$ cat config.mk
export PLATFORM = sky130hd
export DESIGN_NAME = bbox_packet_tx
export DESIGN_NICKNAME = d
export VERILOG_FILES = /design/src/rtl/bbox_packet_tx.sv
export SDC_FILE = /design/constraint.sdc
export NUM_CORES = 1
export LEC_CHECK = 0
export CAP_MARGIN = 10
export CORE_MARGIN = 1
export CORE_UTILIZATION = 45
export DETAILED_ROUTE_END_ITERATION = 12
export PLACE_DENSITY = 0.67
export SYNTH_ARGS = -nofsm -noshare
export SYNTH_HDL_FRONTEND = slang
export SYNTH_SLANG_ARGS = --single-unit
$ cat constraint.sdc
create_clock -name sclk -period 5.85 [get_ports sclk]
set_input_delay 0.585 -clock sclk [delete_from_list [all_inputs] [get_ports sclk]]
set_output_delay 0.585 -clock sclk [all_outputs]
set_load 0.02 [all_outputs]
$ cat src/rtl/bbox_packet_tx.sv
// bbox_packet_tx: serializes each bounding box into a 12-byte packet for the UART TX byte engine
// One box waits in a pending slot during a packet; overflow keeps the newest box and counts drops.
module bbox_packet_tx (
    input  logic        sclk,
    input  logic        rst_n,
    input  logic [10:0] x_min,
    input  logic [10:0] x_max,
    input  logic [10:0] y_min,
    input  logic [10:0] y_max,
    input  logic        pi_flag,
    input  logic        tx_done,
    output logic [7:0]  tx_data,
    output logic        tx_flag,
    output logic        busy,
    output logic [7:0]  drop_cnt
);
    localparam logic [7:0] HDR0 = 8'hAA;
    localparam logic [7:0] HDR1 = 8'h55;
    typedef enum logic [1:0] {IDLE, LOAD, SEND, WAIT} state_t;
    state_t      state_q, state_d;
    logic [43:0] box_in, src, act_q, act_d, pend_q, pend_d;
    logic        pend_vld_q, pend_vld_d, sticky_q, sticky_d, tx_flag_q, tx_flag_d;
    logic [5:0]  seq_q, seq_d;
    logic [3:0]  idx_q, idx_d;
    logic [7:0]  status_q, status_d, tx_data_q, tx_data_d, drop_cnt_q, drop_cnt_d, csum;
    logic [7:0]  pkt [12];

    assign box_in   = {x_min, x_max, y_min, y_max};
    assign src      = pend_vld_q ? pend_q : act_q;
    assign tx_data  = tx_data_q;
    assign tx_flag  = tx_flag_q;
    assign busy     = state_q != IDLE;
    assign drop_cnt = drop_cnt_q;

    // The active box is frozen from LOAD to packet end, so bytes decode straight from it
    always_comb begin
        pkt[0] = HDR0;
        pkt[1] = HDR1;
        pkt[2] = status_q;
        csum   = status_q;
        for (int i = 0; i < 4; i++) begin
            pkt[3 + 2*i] = {5'b0, act_q[43 - 11*i -: 3]};
            pkt[4 + 2*i] = act_q[40 - 11*i -: 8];
            csum = csum ^ {5'b0, act_q[43 - 11*i -: 3]} ^ act_q[40 - 11*i -: 8];
        end
        pkt[11] = csum;
    end

    always_comb begin
        state_d    = state_q;
        act_d      = act_q;
        pend_d     = pend_q;
        pend_vld_d = pend_vld_q;
        sticky_d   = sticky_q;
        seq_d      = seq_q;
        idx_d      = idx_q;
        status_d   = status_q;
        tx_data_d  = tx_data_q;
        tx_flag_d  = 1'b0;
        drop_cnt_d = drop_cnt_q;
        if (state_q == LOAD && pend_vld_q) begin
            act_d      = pend_q;
            pend_d     = pi_flag ? box_in : pend_q;
            pend_vld_d = pi_flag;
        end else if (state_q != IDLE && pi_flag) begin
            pend_d     = box_in;
            pend_vld_d = 1'b1;
            if (pend_vld_q) begin
                drop_cnt_d = drop_cnt_q + {7'b0, drop_cnt_q != 8'hFF};
                sticky_d   = 1'b1;
            end
        end
        case (state_q)
            IDLE: if (pi_flag) begin
                act_d   = box_in;
                state_d = LOAD;
            end
            LOAD: begin
                status_d  = {seq_q, sticky_q, src[43:33] <= src[32:22] && src[21:11] <= src[10:0]};
                sticky_d  = 1'b0;
                seq_d     = seq_q + 6'd1;
                idx_d     = 4'd0;
                tx_data_d = HDR0;
                tx_flag_d = 1'b1;
                state_d   = SEND;
            end
            SEND: state_d = WAIT;
            WAIT: if (tx_done) begin
                if (idx_q != 4'd11) begin
                    idx_d     = idx_q + 4'd1;
                    tx_data_d = pkt[idx_q + 4'd1];
                    tx_flag_d = 1'b1;
                    state_d   = SEND;
                end else begin
                    state_d = (pi_flag || pend_vld_q) ? LOAD : IDLE;
                end
            end
            default: state_d = IDLE;
        endcase
    end

    always_ff @(posedge sclk or negedge rst_n) begin
        if (!rst_n) begin
            state_q    <= IDLE;
            act_q      <= '0;
            pend_q     <= '0;
            pend_vld_q <= 1'b0;
            sticky_q   <= 1'b0;
            seq_q      <= '0;
            idx_q      <= '0;
            status_q   <= '0;
            tx_data_q  <= '0;
            tx_flag_q  <= 1'b0;
            drop_cnt_q <= '0;
        end else begin
            state_q    <= state_d;
            act_q      <= act_d;
            pend_q     <= pend_d;
            pend_vld_q <= pend_vld_d;
            sticky_q   <= sticky_d;
            seq_q      <= seq_d;
            idx_q      <= idx_d;
            status_q   <= status_d;
            tx_data_q  <= tx_data_d;
            tx_flag_q  <= tx_flag_d;
            drop_cnt_q <= drop_cnt_d;
        end
    end
endmodule

==> flow_metrics.py, run 1 <==
metrics = {
    "route": {
        "wl_per_cell_um": 17.6,
        "drt_iter0_drc": 336,
        "drc": 0,
        "ant_nets": 0,
        "wl_mm": 16.8,
        "vias_per_cell": 5.40,
        "detail_route.first_pass.iterations": 4,
        "num_vias": 5154,
    },
    "finish": {
        "insertedDiodeCount": 0,
        "utilization": 0.543,
        "layout-area-overhead-vs-synth_pct": 18.5,
        "fillers": 1388,
        "layout_commonest_cell": "dfrtp_1",
        "layout.cells.non_filler": 954,
        "final_cell_mix": "dfrtp_1 (126), nand2_1 (98), mux2i_1 (74)",
        "drive_gt1_frac": 0.165,
        "fin_nets": 799,
    },
    "hold_path": {
        "holdCritPathClass": "in -> async",
    },
    "synthesis": {
        "syn-num-nets": 746,
        "synth-simple-area-share": 0.102,
        "synthAdderAreaFrac": 0.0449,
        "ys_seq_area_frac": 0.439,
        "ys_async_sr_fraction": 1.00,
        "synth.avg_cell_area_um2": 10.8,
        "synth_compound_area_frac": 0.0938,
        "yosysUniqueCellTypes": 53,
        "syn_inst": 672,
        "synth_top_family_by_area": "multiplexers",
        "synthTopCellsByArea": "dfrtp_1 (44%), mux2_2 (11%), mux2i_1 (10%), xnor2_1 (5.2%), nand2_1 (5.1%)",
        "synthMuxAreaShare": 0.217,
        "yosys.area.top_type_share": 0.439,
        "synth_seq_cells": 127,
        "synth_ff_type": "dfrtp_1",
        "synth-edff-count": 0,
        "yosys_warnings": 0,
        "netlist_area_um2": 7250,
        "synth-xor-area-share": 0.0679,
        "synth_area_leader_cell": "dfrtp_1",
    },
    "clock_network": {
        "postCtsSetupRepairBufs": 0,
        "cts_resized": 0,
        "cts-hold-fix-buffers": 0,
        "cts.sink_count": 127,
        "cts.path.max_buffers": 2,
        "ctsHtreeMaxLevel": 4,
        "cts_tree": "built",
        "numCtsBuffers": 17,
        "clock_latency_ns": 0.42,
        "clk_pin_slew_ns": 0.06,
        "cts_root_buf": "clkbuf_16",
    },
    "timing": {
        "rsz0062_at_grt": "false",
        "fin_hold_ws_ns": 0.300,
        "hold_viol_final": 0,
        "layout_setup_ws_ns": 2.92,
        "min_period_ns": 2.93,
        "tightest_slew_ns": 1.00,
        "setup_tns_ns": 0,
        "finClkSkew_ns": 0.00679,
        "period_share": 0.502,
        "setup_viol": 0,
        "slew_viol_final": 0,
        "fmax_ghz": 0.341,
        "relSlewSlack": 0.331,
    },
    "floorplanning": {
        "core_um2": 15800,
        "num_rows": 46,
        "fp.dieW_um": 129,
        "die_h_um": 129,
        "start_util": 0.458,
        "dieArea_um2": 16600,
        "num_io_pins": 66,
    },
    "grt": {
        "grt_pass1_wl_mm": 27.6,
        "grt.total_usage": 0.222,
        "grt_pass1_vias": 5178,
        "grt_overflow": 0,
        "grt_max_degree": 89,
        "grt_antenna_before_repair": 0,
    },
    "place": {
        "dp_hpwl_mm": 11.9,
        "gp_congestion": 0.864,
        "numPortBuffers": 65,
        "dpl_worst_slack_ns": 2.97,
        "placed_cells": 922,
    },
    "power": {
        "ir_drop_mv": 0.248,
        "p_leak_nw": 3.97,
        "powerDensity_nw_per_um2": 483,
    },
    "setup_path": {
        "required_ns": 6.18,
        "crit_path_max_fanout": 31,
        "worst_setup_path_start_kind": "flop",
        "startpoint": "pend_vld_q$_DFFE_PN0P_",
        "reg2reg_depth": 8,
        "r2r_start": "pend_vld_q$_DFFE_PN0P_",
        "arrival_ns": 3.27,
        "cp-end-kind": "flop",
        "worstSetupPathType": "reg -> reg",
    },
    "job": {
        "cap_violations": 0,
    },
    "status": {
        "status": "finished clean",
    },
}
-- registers in the layout, indices dropped and copies added (netlist names) --
register    count
drop_cnt        8
state_q         2
tx_flag         1
act_q          44
pend_q         44
seq_q           6
sticky_q        1
idx_q           4
pend_vld_q      1
status_q        8
tx_data         8
-- per-stage QoR --
| stage | total power [W] | area, um2 |
|---|---|---|
| after floorplan | 0.00267 | 7250 |
| after global placement | 0.00305 | 7990 |
| after detailed placement | 0.00310 | 7990 |
| after CTS | 0.00418 | 8590 |
| after global routing | 0.00443 | 8590 |
| final | 0.00414 | 8590 |
-- synth_stat cells (3+ instances only) --
library cell  instances
or2_2                 3
buf_4                 7
xor2_1               10
mux2i_1              74
clkbuf_1             10
o21a_1                3
mux4_2                3
nor2b_1               4
mux2_2               68
a211oi_1              6
and3_1                5
o21ai_0              53
o31ai_1               7
a31oi_1               4
nor4_1                3
nand2_1              99
xnor2_1              43
o211a_1               3
buf_2                12
nand3_1               8
clkbuf_8              4
nand4_1              10
o221ai_1              4
nor2_1               16
nand2b_1              6
dfrtp_1             127
inv_1                 7
a21oi_1              17
ha_1                 26
-- path summary, 6_finish.rpt --
path	end	slack [ns]
max in group asynchronous	pend_q[28]$_DFFE_PN0P_	4.33
setup reg to reg	status_q[0]$_DFFE_PN0P_	2.92
hold / removal	act_q[4]$_DFF_PN0_	0.30
min in group sclk	seq_q[5]$_DFFE_PN0P_	0.47
setup / recovery	status_q[0]$_DFFE_PN0P_	2.92
hold reg to reg	seq_q[5]$_DFFE_PN0P_	0.47
-- cell type report --
class	count	area (um2)	share of cell area
timing repair buffer	70	686	0.0798
inverter	8	30.0	0.00350
clock buffer	20	467	0.0543
tap	216	270	0.0315
multi-input combinational	501	3820	0.445
clock inverter	12	135	0.0157
sequential	127	3180	0.370
-- routing by layer --
metal	vias up	share of wire	GRT usage
met3	22	0.049	0.0541
met5	-	0	0
met2	117	0.48	0.349
met4	0	0.019	0.0872
li1	2488	-	-
met1	2527	0.46	0.295
-- critical path: stages, from the launching register on --
cell and delay (ns):
dfrtp_2 0.66, buf_4 0.52, mux2_2 0.39, ha_1 0.34, a211oi_1 0.28, o221ai_1 0.16
o2111ai_1 0.15, a31oi_1 0.13, o31ai_1 0.20
-- power breakdown --
group	switching, W	total [W]	internal [W]
clock network	0.000402	0.00106	0.000661
logic	0.000791	0.00159	0.000803
registers	0.000351	0.00149	0.00114
-- logic make-up after synthesis --
group | Yosys count
and+or+nand+nor | 164
muxes | 145
DFF | 127
AOI/OAI and AO/OA | 112
xor gates and xnor gates | 54
buffers and inverters | 44
adders and majority gates | 26
Power figures use the tool's default switching activity.
==> inputs of run 2 (changes only) <==
--- a/config.mk
+++ b/config.mk
@@ -9,7 +9,7 @@
 export CORE_MARGIN = 1
 export CORE_UTILIZATION = 45
 export DETAILED_ROUTE_END_ITERATION = 12
-export PLACE_DENSITY = 0.67
+export PLACE_DENSITY = 0.69
 export SYNTH_ARGS = -nofsm -noshare
 export SYNTH_HDL_FRONTEND = slang
 export SYNTH_SLANG_ARGS = --single-unit
==> constraint.sdc (replaced) <==
create_clock -name sclk -period 2.6 [get_ports sclk]
set_input_delay 0.26 -clock sclk [delete_from_list [all_inputs] [get_ports sclk]]
set_output_delay 0.26 -clock sclk [all_outputs]
set_load 0.02 [all_outputs]
==> flow_metrics.py, run 2 (synthesis results as in run 1) <==
metrics = {
    "timing": {
        "relSlewSlack": 0.550,
        "fmax_ghz": 0.414,
        "period_share": 0.929,
        "setup_tns_ns": 0,
        "tightest_slew_ns": 0.675,
        "rsz0062_at_grt": "false",
        "finClkSkew_ns": 0.0109,
        "hold_viol_final": 0,
        "slew_viol_final": 0,
        "setup_viol": 0,
        "min_period_ns": 2.42,
        "fin_hold_ws_ns": 0.422,
    },
    "clock_network": {
        "postCtsSetupRepairBufs": 0,
        "clk_pin_slew_ns": 0.06,
        "cts_root_buf": "clkbuf_16",
        "cts.sink_count": 127,
        "clock_latency_ns": 0.43,
        "ctsHtreeMaxLevel": 4,
        "cts_tree": "built",
        "numCtsBuffers": 17,
        "cts.path.max_buffers": 2,
    },
    "finish": {
        "layout.cells.non_filler": 961,
        "multi_input_area_um2": 3810,
        "drive_gt1_frac": 0.165,
        "layout_commonest_cell": "dfrtp_1",
        "regArea_um2": 3180,
        "fillers": 1361,
        "final_cell_mix": "dfrtp_1 (126), nand2_1 (98), mux2i_1 (74)",
        "layout-area-overhead-vs-synth_pct": 20.0,
        "insertedDiodeCount": 0,
        "fin_nets": 807,
        "reg_top3": "act_q: 44 flops, pend_q: 44 flops",
        "stdcell_area_um2": 8700,
    },
    "job": {
        "cap_violations": 0,
    },
    "route": {
        "drc": 0,
        "wl_mm": 17.3,
        "num_vias": 5302,
        "vias_per_cell": 5.52,
        "ant_nets": 0,
        "wl_per_cell_um": 18.0,
        "detail_route.first_pass.iterations": 4,
        "drt_iter0_drc": 411,
    },
    "floorplanning": {
        "core_um2": 15800,
        "die_h_um": 129,
        "num_io_pins": 66,
        "start_util": 0.458,
        "fp.dieW_um": 129,
        "num_rows": 46,
        "dieArea_um2": 16600,
    },
    "setup_path": {
        "cp-end-kind": "flop",
        "cp_slowest_cell": "dfrtp_2",
        "crit_path_max_fanout": 17,
        "worstSetupPathType": "reg -> reg",
        "worst_setup_path_start_kind": "flop",
        "cp_slowest_stage_delay_ns": 0.58,
        "crit_chain": "buf_12 -> buf_4 -> mux2i_1 -> ha_1 -> o21a_1 -> o2111ai_1 -> a31oi_1 -> o31ai_1",
        "arrival_ns": 2.75,
        "required_ns": 2.93,
        "startpoint": "pend_vld_q$_DFFE_PN0P_",
        "r2r_start": "pend_vld_q$_DFFE_PN0P_",
    },
    "grt": {
        "grt.total_usage": 0.223,
        "grt_pass1_vias": 5168,
        "grt_max_degree": 128,
        "met3_usage": 0.0549,
        "gr-usage-met2": 0.358,
        "grt_pass1_wl_mm": 27.6,
        "grt-busiest-layer": "met2",
        "met1_usage": 0.293,
        "grt_overflow": 0,
        "grt_antenna_before_repair": 0,
    },
    "power": {
        "p_leak_nw": 4.05,
        "powerDensity_nw_per_um2": 1080,
        "ir_drop_mv": 0.544,
    },
    "place": {
        "placed_cells": 929,
        "placed_cell_area_um2": 8110,
        "numPortBuffers": 65,
        "dp_hpwl_mm": 12.3,
        "gp_congestion": 0.909,
    },
    "status": {
        "status": "finished clean",
    },
    "hold_path": {
        "holdCritPathClass": "in -> reg",
        "min_from": "y_max[6]",
    },
}
## run 2: cell types whose count changed in the layout (fill, tap and decap cells not counted), sizes merged
cell and change:
buf +7, dlygate4sd3 +1, clkbuf +4, clkinv +2, inv -1, clkinvlp -7
bufinv +1
## run 2: final timing paths
check	endpoint	slack, ns	cells past startpoint
min in group asynchronous	act_q[15]$_DFF_PN0_	0.50	3
max in group asynchronous	pend_vld_q$_DFFE_PN0P_	1.58	3
min reg2reg	seq_q[5]$_DFFE_PN0P_	0.48	1
min	act_q[6]$_DFF_PN0_	0.42	3
max reg2reg	status_q[0]$_DFFE_PN0P_	0.18	8
max	status_q[0]$_DFFE_PN0P_	0.18	8
## run 2: routing by layer
metal	wire (um)	vias up
met5	0	-
met3	780	28
met2	8300	150
met1	7900	2602
li1	-	2522
met4	286	0
## run 2: layout make-up
type,instances,share of cell area
clock buffers,24,0.0542
clock inverters,7,0.0127
inverters,8,0.00345
multi-input cells,501,0.439
flip-flops and latches,127,0.365
well taps,216,0.0311
repair buffers,78,0.0946
## run 2: repair_timing
action | 4_1_cts | 5_1_grt
hold buffers | 1 | 0
hold endpoints to repair | 94 | 0
gates resized for setup | 0 | 0
## run 2: critical path, delay by kind of cell (launching register included)
family	cells	cell delay, ns
compound gates	4	0.74
fa+ha+maj	1	0.31
buf+inv	2	0.39
flops	1	0.58
mux	1	0.31
## run 2: through the flow
stage                     setup slack, ns  power, W   util
after detailed placement            0.218   0.00703  0.512
after floorplan                     0.328   0.00600      -
final                               0.185   0.00942  0.550
after CTS                           0.168   0.00947  0.550
after global routing               0.0454   0.00997  0.550
after global placement              0.270   0.00689  0.512
## run 2: power breakdown
part / switching, W / leakage, nW / internal (W)
Sequential: 0.000815 / 1.55 / 0.00256
Clock: 0.000843 / 0.288 / 0.00154
Combinational: 0.00182 / 2.21 / 0.00184
Total: 0.00348 / 4.05 / 0.00594
==> inputs of run 3 (changes only) <==
--- a/config.mk
+++ b/config.mk
@@ -8,6 +8,8 @@
 export CAP_MARGIN = 10
 export CORE_MARGIN = 1
 export CORE_UTILIZATION = 45
+export CTS_BUF_LIST = sky130_fd_sc_hd__clkbuf_16
+export CTS_CLUSTER_DIAMETER = 50
 export DETAILED_ROUTE_END_ITERATION = 12
 export PLACE_DENSITY = 0.69
 export SYNTH_ARGS = -nofsm -noshare
==> flow_metrics.py, run 3 (synthesis results as in run 1) <==
metrics = {
    "place": {
        "dp_hpwl_mm": 12.3,
        "placed_cell_area_um2": 8110,
        "dpl_worst_slack_ns": 0.218,
        "numPortBuffers": 65,
        "gp_congestion": 0.909,
        "placed_cells": 929,
    },
    "clock_network": {
        "numCtsBuffers": 17,
        "cts-hold-fix-buffers": 1,
        "cts.sink_count": 127,
        "cts.path.max_buffers": 2,
        "cts_root_buf": "clkbuf_16",
        "cts_resized": 0,
        "clock_latency_ns": 0.43,
        "cts_tree": "built",
        "clk_pin_slew_ns": 0.06,
        "postCtsSetupRepairBufs": 0,
        "ctsHtreeMaxLevel": 4,
    },
    "power": {
        "powerDensity_nw_per_um2": 1080,
        "power_w": 0.00934,
        "comb_power_share": 0.392,
        "switchingPower_w": 0.00348,
        "p_leak_nw": 4.06,
        "switching_share": 0.372,
        "ir_drop_mv": 0.545,
        "p_seq_frac": 0.361,
        "clock_power_share": 0.248,
        "p_int_w": 0.00586,
    },
    "finish": {
        "regArea_um2": 3180,
        "layout-area-overhead-vs-synth_pct": 19.8,
        "final_cell_mix": "dfrtp_1 (126), nand2_1 (98), mux2i_1 (74)",
        "fin_nets": 807,
        "reg_top3": "act_q: 44 flops, pend_q: 44 flops",
        "layout_commonest_cell": "dfrtp_1",
        "layout.cells.non_filler": 961,
        "stdcell_area_um2": 8680,
        "drive_gt1_frac": 0.162,
        "fillers": 1364,
        "multi_input_area_um2": 3810,
        "insertedDiodeCount": 0,
    },
    "grt": {
        "grt_max_degree": 128,
        "grt_pass1_wl_mm": 27.6,
        "grt.total_usage": 0.222,
        "grt_antenna_before_repair": 0,
        "grt_overflow": 0,
        "grt_pass1_vias": 5188,
    },
    "floorplanning": {
        "die_h_um": 129,
        "fp.dieW_um": 129,
        "core_um2": 15800,
        "num_rows": 46,
        "num_io_pins": 66,
        "dieArea_um2": 16600,
        "start_util": 0.458,
    },
    "setup_path": {
        "worstSetupPathType": "reg -> reg",
        "arrival_ns": 2.75,
        "regToRegSetupSlack_ns": 0.18,
        "reg2reg_depth": 8,
        "required_ns": 2.94,
        "cp-end-kind": "flop",
        "r2r_start": "pend_vld_q$_DFFE_PN0P_",
        "crit_path_max_fanout": 17,
        "worst_setup_path_start_kind": "flop",
        "worstReg2RegEnd": "status_q[0]$_DFFE_PN0P_",
    },
    "route": {
        "detail_route.first_pass.iterations": 5,
        "wl_per_cell_um": 18.0,
        "drc": 0,
        "vias_per_cell": 5.50,
        "wl_mm": 17.3,
        "num_vias": 5284,
        "ant_nets": 0,
        "drt_iter0_drc": 357,
    },
    "hold_path": {
        "whs_path_depth": 3,
        "min_from": "x_max[4]",
        "holdCritPathClass": "in -> reg",
        "holdPathEnd": "act_q[26]$_DFF_PN0_",
    },
    "timing": {
        "fmax_ghz": 0.414,
        "hold_viol_final": 0,
        "period_share": 0.929,
        "relSlewSlack": 0.543,
        "finClkSkew_ns": 0.0108,
        "min_period_ns": 2.42,
        "layout_setup_ws_ns": 0.185,
        "slew_viol_final": 0,
        "tightest_slew_ns": 0.686,
        "rsz0062_at_grt": "false",
        "setup_viol": 0,
        "setup_tns_ns": 0,
    },
    "job": {
        "cap_violations": 0,
    },
    "status": {
        "status": "finished clean",
    },
}
[run 3: stage by stage]
stage | util | hold WS, ns
6_report | 0.548 | 0.419
5_1_grt | 0.548 | 0.428
4_1_cts | 0.548 | 0.404
3_5_place_dp | 0.512 | 0.428
3_3_place_gp | 0.512 | 0.416
2_1_floorplan | - | -0.0356
[run 3: critical path, stage by stage (launching register included)]
cell,delay (ns)
dfrtp_2,0.58
buf_12,0.21
buf_4,0.18
mux2i_1,0.31
ha_1,0.31
o21a_1,0.19
o2111ai_1,0.17
a31oi_1,0.15
o31ai_1,0.23
[run 3: layout make-up]
class / instances / share of cell area
Timing Repair Buffer: 78 / 0.0949
Sequential cell: 127 / 0.366
Clock buffer: 17 / 0.0490
Inverter: 8 / 0.00346
Clock inverter: 14 / 0.0157
Multi-Input combinational cell: 501 / 0.440
Tap cell: 216 / 0.0311
[run 3: worst max-delay path by stage]
stage / from / end / slack [ns] / cells past startpoint
floorplan: pend_vld_q$_DFFE_PN0P_ / status_q[0]$_DFFE_PN0P_ / 0.33 / 9
global placement: pend_vld_q$_DFFE_PN0P_ / status_q[0]$_DFFE_PN0P_ / 0.27 / 8
detailed placement: pend_vld_q$_DFFE_PN0P_ / status_q[0]$_DFFE_PN0P_ / 0.22 / 8
CTS: pend_vld_q$_DFFE_PN0P_ / status_q[0]$_DFFE_PN0P_ / 0.17 / 8
global route: pend_vld_q$_DFFE_PN0P_ / status_q[0]$_DFFE_PN0P_ / 0.05 / 8
finish: pend_vld_q$_DFFE_PN0P_ / status_q[0]$_DFFE_PN0P_ / 0.18 / 8
[run 3: routing by layer]
layer / track usage / routed length, um / part of all wire / vias up
met5: 0 / 0 / 0 / -
met4: 0.0837 / 296 / 0.017 / 0
li1: - / - / - / 2521
met2: 0.359 / 8250 / 0.48 / 142
met3: 0.0491 / 787 / 0.045 / 25
met1: 0.292 / 7960 / 0.46 / 2596
[run 3: power groups by stage]
stage / Sequential [W] / Combinational (W) / Clock (W)
floorplan: 0.00317 / 0.00283 / 0
global placement: 0.00337 / 0.00352 / 0
detailed placement: 0.00339 / 0.00363 / 0
CTS: 0.00336 / 0.00367 / 0.00236
global route: 0.00345 / 0.00401 / 0.00243
finish: 0.00337 / 0.00366 / 0.00231
